**src/rtl/rf_selftest_seq.sv**
```systemverilog
// Register file self-test sequencer: writes a seeded pattern to every
// register, then reads each one back through both read ports and counts
// mismatches. Reports done/pass, a saturating error count and the first
// failing address.
module rf_selftest_seq #(
    parameter int unsigned ADDR_W  = 5,
    parameter int unsigned DATA_W  = 32,
    parameter logic [31:0] SEED    = 32'hA5A5_0000,
    parameter bit          R0_ZERO = 1'b1
) (
    input  logic              clk,
    input  logic              rst_n,
    input  logic              start,
    output logic              we,
    output logic [ADDR_W-1:0] waddr,
    output logic [DATA_W-1:0] wdata,
    output logic [ADDR_W-1:0] raddr_a,
    output logic [ADDR_W-1:0] raddr_b,
    input  logic [DATA_W-1:0] rdata_a,
    input  logic [DATA_W-1:0] rdata_b,
    output logic              busy,
    output logic              done,
    output logic              pass,
    output logic [7:0]        err_cnt,
    output logic [ADDR_W-1:0] first_err_addr
);

    typedef enum logic [2:0] {S_IDLE, S_WRITE, S_READ, S_CHECK, S_DONE} state_t;

    localparam logic [ADDR_W-1:0] LAST = '1;

    state_t            state_q, state_d;
    logic [ADDR_W-1:0] idx_q, idx_d;
    logic              we_q, we_d;
    logic [ADDR_W-1:0] waddr_q, waddr_d;
    logic [DATA_W-1:0] wdata_q, wdata_d;
    logic [ADDR_W-1:0] raddr_a_q, raddr_a_d;
    logic [ADDR_W-1:0] raddr_b_q, raddr_b_d;
    logic              busy_q, busy_d;
    logic              done_q, done_d;
    logic              pass_q, pass_d;
    logic [7:0]        err_cnt_q, err_cnt_d;
    logic [ADDR_W-1:0] first_err_q, first_err_d;

    logic [ADDR_W-1:0] idx_inc;
    logic              mism_a, mism_b;
    logic [8:0]        err_sum;

    // Write pattern: seed XOR the index replicated into every byte.
    function automatic logic [DATA_W-1:0] pat(input logic [ADDR_W-1:0] i);
        logic [31:0] p;
        p = SEED ^ (32'(i) * 32'h0101_0101);
        return DATA_W'(p);
    endfunction

    // Expected read value; register 0 may be hardwired to zero.
    function automatic logic [DATA_W-1:0] exp_val(input logic [ADDR_W-1:0] i);
        if (R0_ZERO && (i == '0)) begin
            return '0;
        end
        return pat(i);
    endfunction

    assign idx_inc = idx_q + 1'b1;

    // Next-state and registered-output computation.
    always_comb begin
        state_d     = state_q;
        idx_d       = idx_q;
        we_d        = we_q;
        waddr_d     = waddr_q;
        wdata_d     = wdata_q;
        raddr_a_d   = raddr_a_q;
        raddr_b_d   = raddr_b_q;
        busy_d      = busy_q;
        done_d      = done_q;
        pass_d      = pass_q;
        err_cnt_d   = err_cnt_q;
        first_err_d = first_err_q;
        mism_a      = 1'b0;
        mism_b      = 1'b0;
        err_sum     = '0;

        case (state_q)
            S_IDLE, S_DONE: begin
                if (start) begin
                    state_d     = S_WRITE;
                    idx_d       = '0;
                    we_d        = 1'b1;
                    waddr_d     = '0;
                    wdata_d     = pat('0);
                    raddr_a_d   = '0;
                    raddr_b_d   = '0;
                    busy_d      = 1'b1;
                    done_d      = 1'b0;
                    pass_d      = 1'b0;
                    err_cnt_d   = '0;
                    first_err_d = '0;
                end
            end
            S_WRITE: begin
                if (idx_q == LAST) begin
                    state_d   = S_READ;
                    idx_d     = '0;
                    we_d      = 1'b0;
                    raddr_a_d = '0;
                    raddr_b_d = LAST;
                end else begin
                    idx_d   = idx_inc;
                    waddr_d = idx_inc;
                    wdata_d = pat(idx_inc);
                end
            end
            S_READ: begin
                state_d = S_CHECK;
            end
            S_CHECK: begin
                // Port B walks the registers in reverse: NREG-1-idx == ~idx.
                mism_a  = (rdata_a != exp_val(idx_q));
                mism_b  = (rdata_b != exp_val(~idx_q));
                err_sum = 9'(err_cnt_q) + 9'(mism_a) + 9'(mism_b);
                err_cnt_d = err_sum[8] ? 8'hFF : err_sum[7:0];
                // err_cnt saturates rather than wraps, so zero means no error yet.
                if (err_cnt_q == 8'd0) begin
                    if (mism_a) begin
                        first_err_d = idx_q;
                    end else if (mism_b) begin
                        first_err_d = ~idx_q;
                    end
                end
                if (idx_q == LAST) begin
                    state_d = S_DONE;
                    busy_d  = 1'b0;
                    done_d  = 1'b1;
                    pass_d  = (err_cnt_d == 8'd0);
                end else begin
                    state_d   = S_READ;
                    idx_d     = idx_inc;
                    raddr_a_d = idx_inc;
                    raddr_b_d = ~idx_inc;
                end
            end
            default: begin
                state_d = S_IDLE;
            end
        endcase
    end

    // State and output registers with synchronous active-low reset.
    always_ff @(posedge clk) begin
        if (!rst_n) begin
            state_q     <= S_IDLE;
            idx_q       <= '0;
            we_q        <= 1'b0;
            waddr_q     <= '0;
            wdata_q     <= '0;
            raddr_a_q   <= '0;
            raddr_b_q   <= '0;
            busy_q      <= 1'b0;
            done_q      <= 1'b0;
            pass_q      <= 1'b0;
            err_cnt_q   <= '0;
            first_err_q <= '0;
        end else begin
            state_q     <= state_d;
            idx_q       <= idx_d;
            we_q        <= we_d;
            waddr_q     <= waddr_d;
            wdata_q     <= wdata_d;
            raddr_a_q   <= raddr_a_d;
            raddr_b_q   <= raddr_b_d;
            busy_q      <= busy_d;
            done_q      <= done_d;
            pass_q      <= pass_d;
            err_cnt_q   <= err_cnt_d;
            first_err_q <= first_err_d;
        end
    end

    assign we             = we_q;
    assign waddr          = waddr_q;
    assign wdata          = wdata_q;
    assign raddr_a        = raddr_a_q;
    assign raddr_b        = raddr_b_q;
    assign busy           = busy_q;
    assign done           = done_q;
    assign pass           = pass_q;
    assign err_cnt        = err_cnt_q;
    assign first_err_addr = first_err_q;

endmodule

```
**config.mk**
```make
export PLATFORM = sky130hd
export DESIGN_NAME = rf_selftest_seq
export DESIGN_NICKNAME = d
export VERILOG_FILES = /design/src/rtl/rf_selftest_seq.sv
export SDC_FILE = /design/constraint.sdc
export NUM_CORES = 1
export LEC_CHECK = 0
export ABC_AREA = 0
export CORE_MARGIN = 2
export CORE_UTILIZATION = 47
export DETAILED_ROUTE_END_ITERATION = 16
export GPL_TIMING_DRIVEN = 0
export PLACE_DENSITY_LB_ADDON = 0.05
export SLEW_MARGIN = 25
export SYNTH_ARGS = -nofsm -noshare
export SYNTH_HDL_FRONTEND = slang
export SYNTH_SLANG_ARGS = --single-unit
```
**constraint.sdc**
```tcl
create_clock -name clk -period 11.4 [get_ports clk]
set_input_delay 1.14 -clock clk [delete_from_list [all_inputs] [get_ports clk]]
set_output_delay 1.14 -clock clk [all_outputs]
set_load 0.02 [all_outputs]
```
Word-level counts from Yosys, hierarchy flattened

Cells that the tools add are included.

Register bits: 72
Input port bits: 67
Output and inout bits: 64

Add/subtract/negate cells: 3
Multipliers: 3
Eq/ne operators: 14
Mux-type cells: 43
Bitwise gates (word level): 5
Reductions and logical operators: 17

Operators with widths:

| cell                  | count |
|---|---|
| $mux 32               | 8 |
| $mul 5x25->30 const B | 3 |
| $ne 32x32->1          | 2 |
| $pmux 32 s2           | 1 |
| $mux 5                | 9 |
| $pmux 5 s3            | 3 |
| $not 7->8             | 3 |
| $pmux 5 s2            | 2 |
| $logic_not 8->1       | 2 |
| $mux 8                | 2 |
| $pmux 8 s2            | 1 |
| $ne 2x2->1 const B    | 6 |
| $pmux 3 s4            | 1 |
| $reduce_and 3->1      | 4 |
| $logic_not 5->1       | 2 |
| $not 5->5             | 2 |
| $add 8x1->9           | 1 |
| $add 9x1->9           | 1 |
| $mux 1                | 9 |
| $mux 3                | 3 |
| $pmux 1 s2            | 4 |
| $reduce_and 4->1      | 2 |
| $eq 3x2->1 const B    | 2 |
| $add 5x1->5 const B   | 1 |
| 9 further kinds       | 11 |

Depth between registers and ports, before layout

Word-level depth: 12
Mapped depth: 21
Gate-level depth less buffers: 18

Worst setup path before layout

Ideal clock, no wire load.

Path kind: flip-flop to flip-flop
From: reg idx_q[2]
To: reg err_cnt_q[3] (netlist: err_cnt[3])
Data arrival time: 4051 ps
Required time: 11272 ps
Slack: 7222 ps
Cell stages (with the launch flop): 21
Clock period less this slack: 4178 ps
Cells stage by stage: dfxtp_1 > clkbuf_1 > clkbuf_1 > and3_1 > ha_1 > inv_2 > or4_1 > a22o_1 > nor3_1 > nand2_1 > a311oi_1 > fa_1 > inv_1 > ha_1 > and3_1 > nand2_1 > or3_1 > clkbuf_1 > o21ai_0 > a22oi_1 > nor2_1

Cells in the longest elaborated chain, start to end: 10
Elaborated cells on any way between the ends: 21

RTL lines:

| element                                               | RTL line | text |
|---|---|---|
| from (decl)                                           | 33       | `logic [ADDR_W-1:0] idx_q, idx_d;` |
| from (signal assigned)                                | 166      | `idx_q <= idx_d;` |
| branches (longest 7 deep; another with $mul 5x25->30) | -        |  |
| $add 9x1->9 (*)                                       | 121      | `err_sum = 9'(err_cnt_q) + 9'(mism_a) + 9'(mism_b);` |
| $mux 8 (*)                                            | 122      | `err_cnt_d = err_sum[8] ? 8'hFF : err_sum[7:0];` |
| $pmux 8 s2 (*)                                        | 84       | `case (state_q)` |
| to (signal assigned)                                  | 175      | `err_cnt_q <= err_cnt_d;` |
| to (decl)                                             | 42       | `logic [7:0] err_cnt_q, err_cnt_d;` |

Every way passes the cells marked *. The select of a mux whose other input is x is not followed.
A chain may end at the register's enable or synchronous reset.

Worst setup path after layout

Same ends and word-level chain as after synthesis.

==> metrics.txt <==
status=completed; Setup Viol. Count Final=0; Global Route met2 Usage=45.38%; depth of the CTS H-tree=2; share of cells above drive strength 1=10.73%; Die Y=84.73 um; worst-skew pair later-pin latency=310 ps; setup bufs post-CTS=0; type of the worst min-delay path=flip-flop to flip-flop; fraction of registers with async set/reset=0%; GRT overflow=0; Int Power=0.2538 mW; origin of the critical flop-to-flop path=idx_q[2]; busiest grt layer=met2; Worst setup EP type=flip-flop; 1st-iter DRT viols=234; core area=0.006314 mm2; Rel. slew slack=39.01%; Seq/Total Area, Yosys=28.10%; Yosys reg bits=43; leakage=1.643 nW; Reg power frac=44.1%; critical path's top delay family=compound AO/OA/AOI/OAI gates; initial antenna violation count=0; RSZ-0062 raised after global routing=false; critical path's slowest cell=o31ai_1; I/O Buffers=122; worst clock skew=9.589 ps; number of synthesized flops with an enable pin=0; HPWL Detailed=7376 um; actual slew at the worst max-slew pin=907.1 ps; post_cts resized=0; TritonCTS clock tree=built; met1 Use GR=32.38%; synthesized cell area=0.003063 mm2; library cells used by synthesis=69; flop2flop setup slack=6340 ps; global placement routability congestion=0.8941; Antenna Cells=0; Worst Hold Slack=465.1 ps; CP max FO=10; final core occ=71.36%; Post-CTS Hold Fix Bufs=0; std cell rows=29; crit path kind=flip-flop to flip-flop; critical path launch point type=flip-flop; Mapped Cells=394; clock sink total=43; vias post-DR=3,510; P per Cell Area=79.58 mW/mm2; Buf/Inv on CP=5; Layout Nets=602; Synth-to-Final Area Change=47.10%; Reg clk slew, reported paths=90 ps; clock power share=29.3%; Final Hold Fails=0; Initial Utilization=48.51%; Final WS setup=6344 ps; max incr delay on CP=760 ps; Sw Share=29.22%; I/O Pins=131; Critical Path Source=idx_q[2]; Reg2Reg Capture Point=err_cnt[3]; WL final=9635 um; R2R cell count=21; fin crit share=44.35%; pre-CTS setup slack=6343 ps; P_sw=0.1048 mW; Peak supply drop=95.64 uV; Combinational Power Share=26.7%; TNS Setup=0 ps; DR pass1 iterations=5; Worst EP arrival=5240 ps; Die Width=84.73 um; CTS max path bufs=2; Fmax=0.1978 GHz; Tmin final=5056 ps; clock buffer count from CTS=5; fin. max-slew vios=0; Post-DRT Antenna Nets=0; Root Buffer=clkbuf_8; CP endpoint=err_cnt[3]; cell mode on critical path=clkbuf_1; CP required=11,580 ps; first-pass GRT wire length=15,370 um; GRT Total Usage=25.74%; Pwr Total=0.3586 mW; Mean Syn Cell Area=7.774 um2; ys flop type=dfxtp_1; Max-Cap Viols=0; # DRC=0; M3 GR Usage=3.933%; vias per cell=5.773; Die ar.=0.007178 mm2; Yosys warnings=0; critical path depth=21; Cell Chain, Critical Path=clkbuf_1, clkbuf_1, and3_1, ha_1, clkbuf_1, nand3b_1, o21ai_0, a2bb2oi_1, o31ai_1, nand2_1, a311oi_1, fa_1, inv_1, ha_1, and3_1, nand2_1, or3_1, clkbuf_1, o21ai_0, a22oi_1, nor2_1; largest net degree at the start of global routing=15; routed len/inst=15.85 um; vias in the first global route=3,318
## Yosys cell counts (5+ instances only)
library cell  number  area share [%]
nand4_1            8             1.6
a21oi_1           19             3.1
nor2_1            32             3.9
inv_1             10             1.2
nor4_1             6             1.2
nand3_1           18             2.9
nand2_1           30             3.7
a31o_1             5             1.4
mux2i_1            5             1.6
and3_1             5             1.0
a22oi_1            9             2.2
nor2b_1           14             2.9
clkbuf_1          16             2.0
nand2b_1           9             1.8
a211oi_1           6             1.5
a21boi_0           6             1.5
nor3_1            10             1.6
or3_1              8             1.6
o21ai_0           26             4.2
dfxtp_1           43              28
buf_4             29             7.1
or4_1              5             1.2
## tightest hold or removal path, cell delays in order (launching register included)
cell     delay (ps)
dfxtp_1         320
nand2_1          50
a21oi_1          50
## how the worst min path moves through the flow
stage,startpoint,to,slack (ps),cells past startpoint
2_1_floorplan,state_q[2],state_q[1],530,2
3_3_place_gp,raddr_a[1],raddr_a[1],440,2
3_5_place_dp,raddr_a[1],raddr_a[1],460,2
4_1_cts,raddr_a[1],raddr_a[1],470,2
5_1_grt,raddr_a[1],raddr_a[1],480,2
6_report,raddr_a[1],raddr_a[1],470,2
## power by group through the flow
stage | logic (mW) | clock network, mW | registers (mW)
floorplan | 0.0428 | 0 | 0.165
global placement | 0.0930 | 0 | 0.161
detailed placement | 0.0944 | 0 | 0.161
CTS | 0.0950 | 0.105 | 0.158
global route | 0.102 | 0.110 | 0.159
finish | 0.0956 | 0.105 | 0.158
## kinds of logic (layout without fill, tap and decap cells)
group           after synthesis  count (layout)  share of synthesized area, %
other cells                   1               8                        0.1224
simple gates                164             164                         29.45
mux                           6               6                         2.002
compound gates              109             109                         25.16
flops                        43              43                         28.10
xor+xnor                      4               4                         1.144
buf+inv                      62             192                         11.72
fa+ha+maj                     5               5                         2.288
## state kept, by name, indices dropped and copies added (netlist names), 3 cells and up
register / flops
err_cnt: 8
first_err_addr: 5
idx_q: 5
raddr_a: 5
raddr_b: 5
state_q: 3
waddr: 4
wdata: 4
## layout make-up
class                           instances  area [um2]
Sequential cell                        43       860.8
Buffer                                 51       317.8
Timing Repair Buffer                  122        1221
Inverter                               11       41.29
Clock inverter                          2       16.27
Clock buffer                            6       82.58
Multi-Input combinational cell        296        1869
Tap cell                               77       96.34
Fill cell                             564        1808
## through the flow
stage	cell area (um2)	std cells
after global routing	4506	608
after CTS	4506	608
final	4506	608
after detailed placement	4407	600
after floorplan	3089	401
after global placement	4407	600
## routing by layer
layer	up-vias	share of wire, %
li1	1694	-
met1	1661	42
met2	144	50
met3	11	7.0
met4	0	1.1
met5	-	0
## layout by cell type, fill, tap and decap left out, types with 8 or more instances in the layout
cell             Yosys  layout
nor2_1              32      32
clkdlybuf4s50_1      0     122
conb_1               1       8
nor3_1              10      10
a21oi_1             19      19
o21ai_0             26      26
dfxtp_1             43      43
nand2b_1             9       9
nand4_1              8       8
inv_1               10      10
nand2_1             30      30
nand3_1             18      18
a22oi_1              9       9
or3_1                8       8
buf_4               29      29
nor2b_1             14      14
clkbuf_1            16      16
Power figures use the tool's default switching activity.
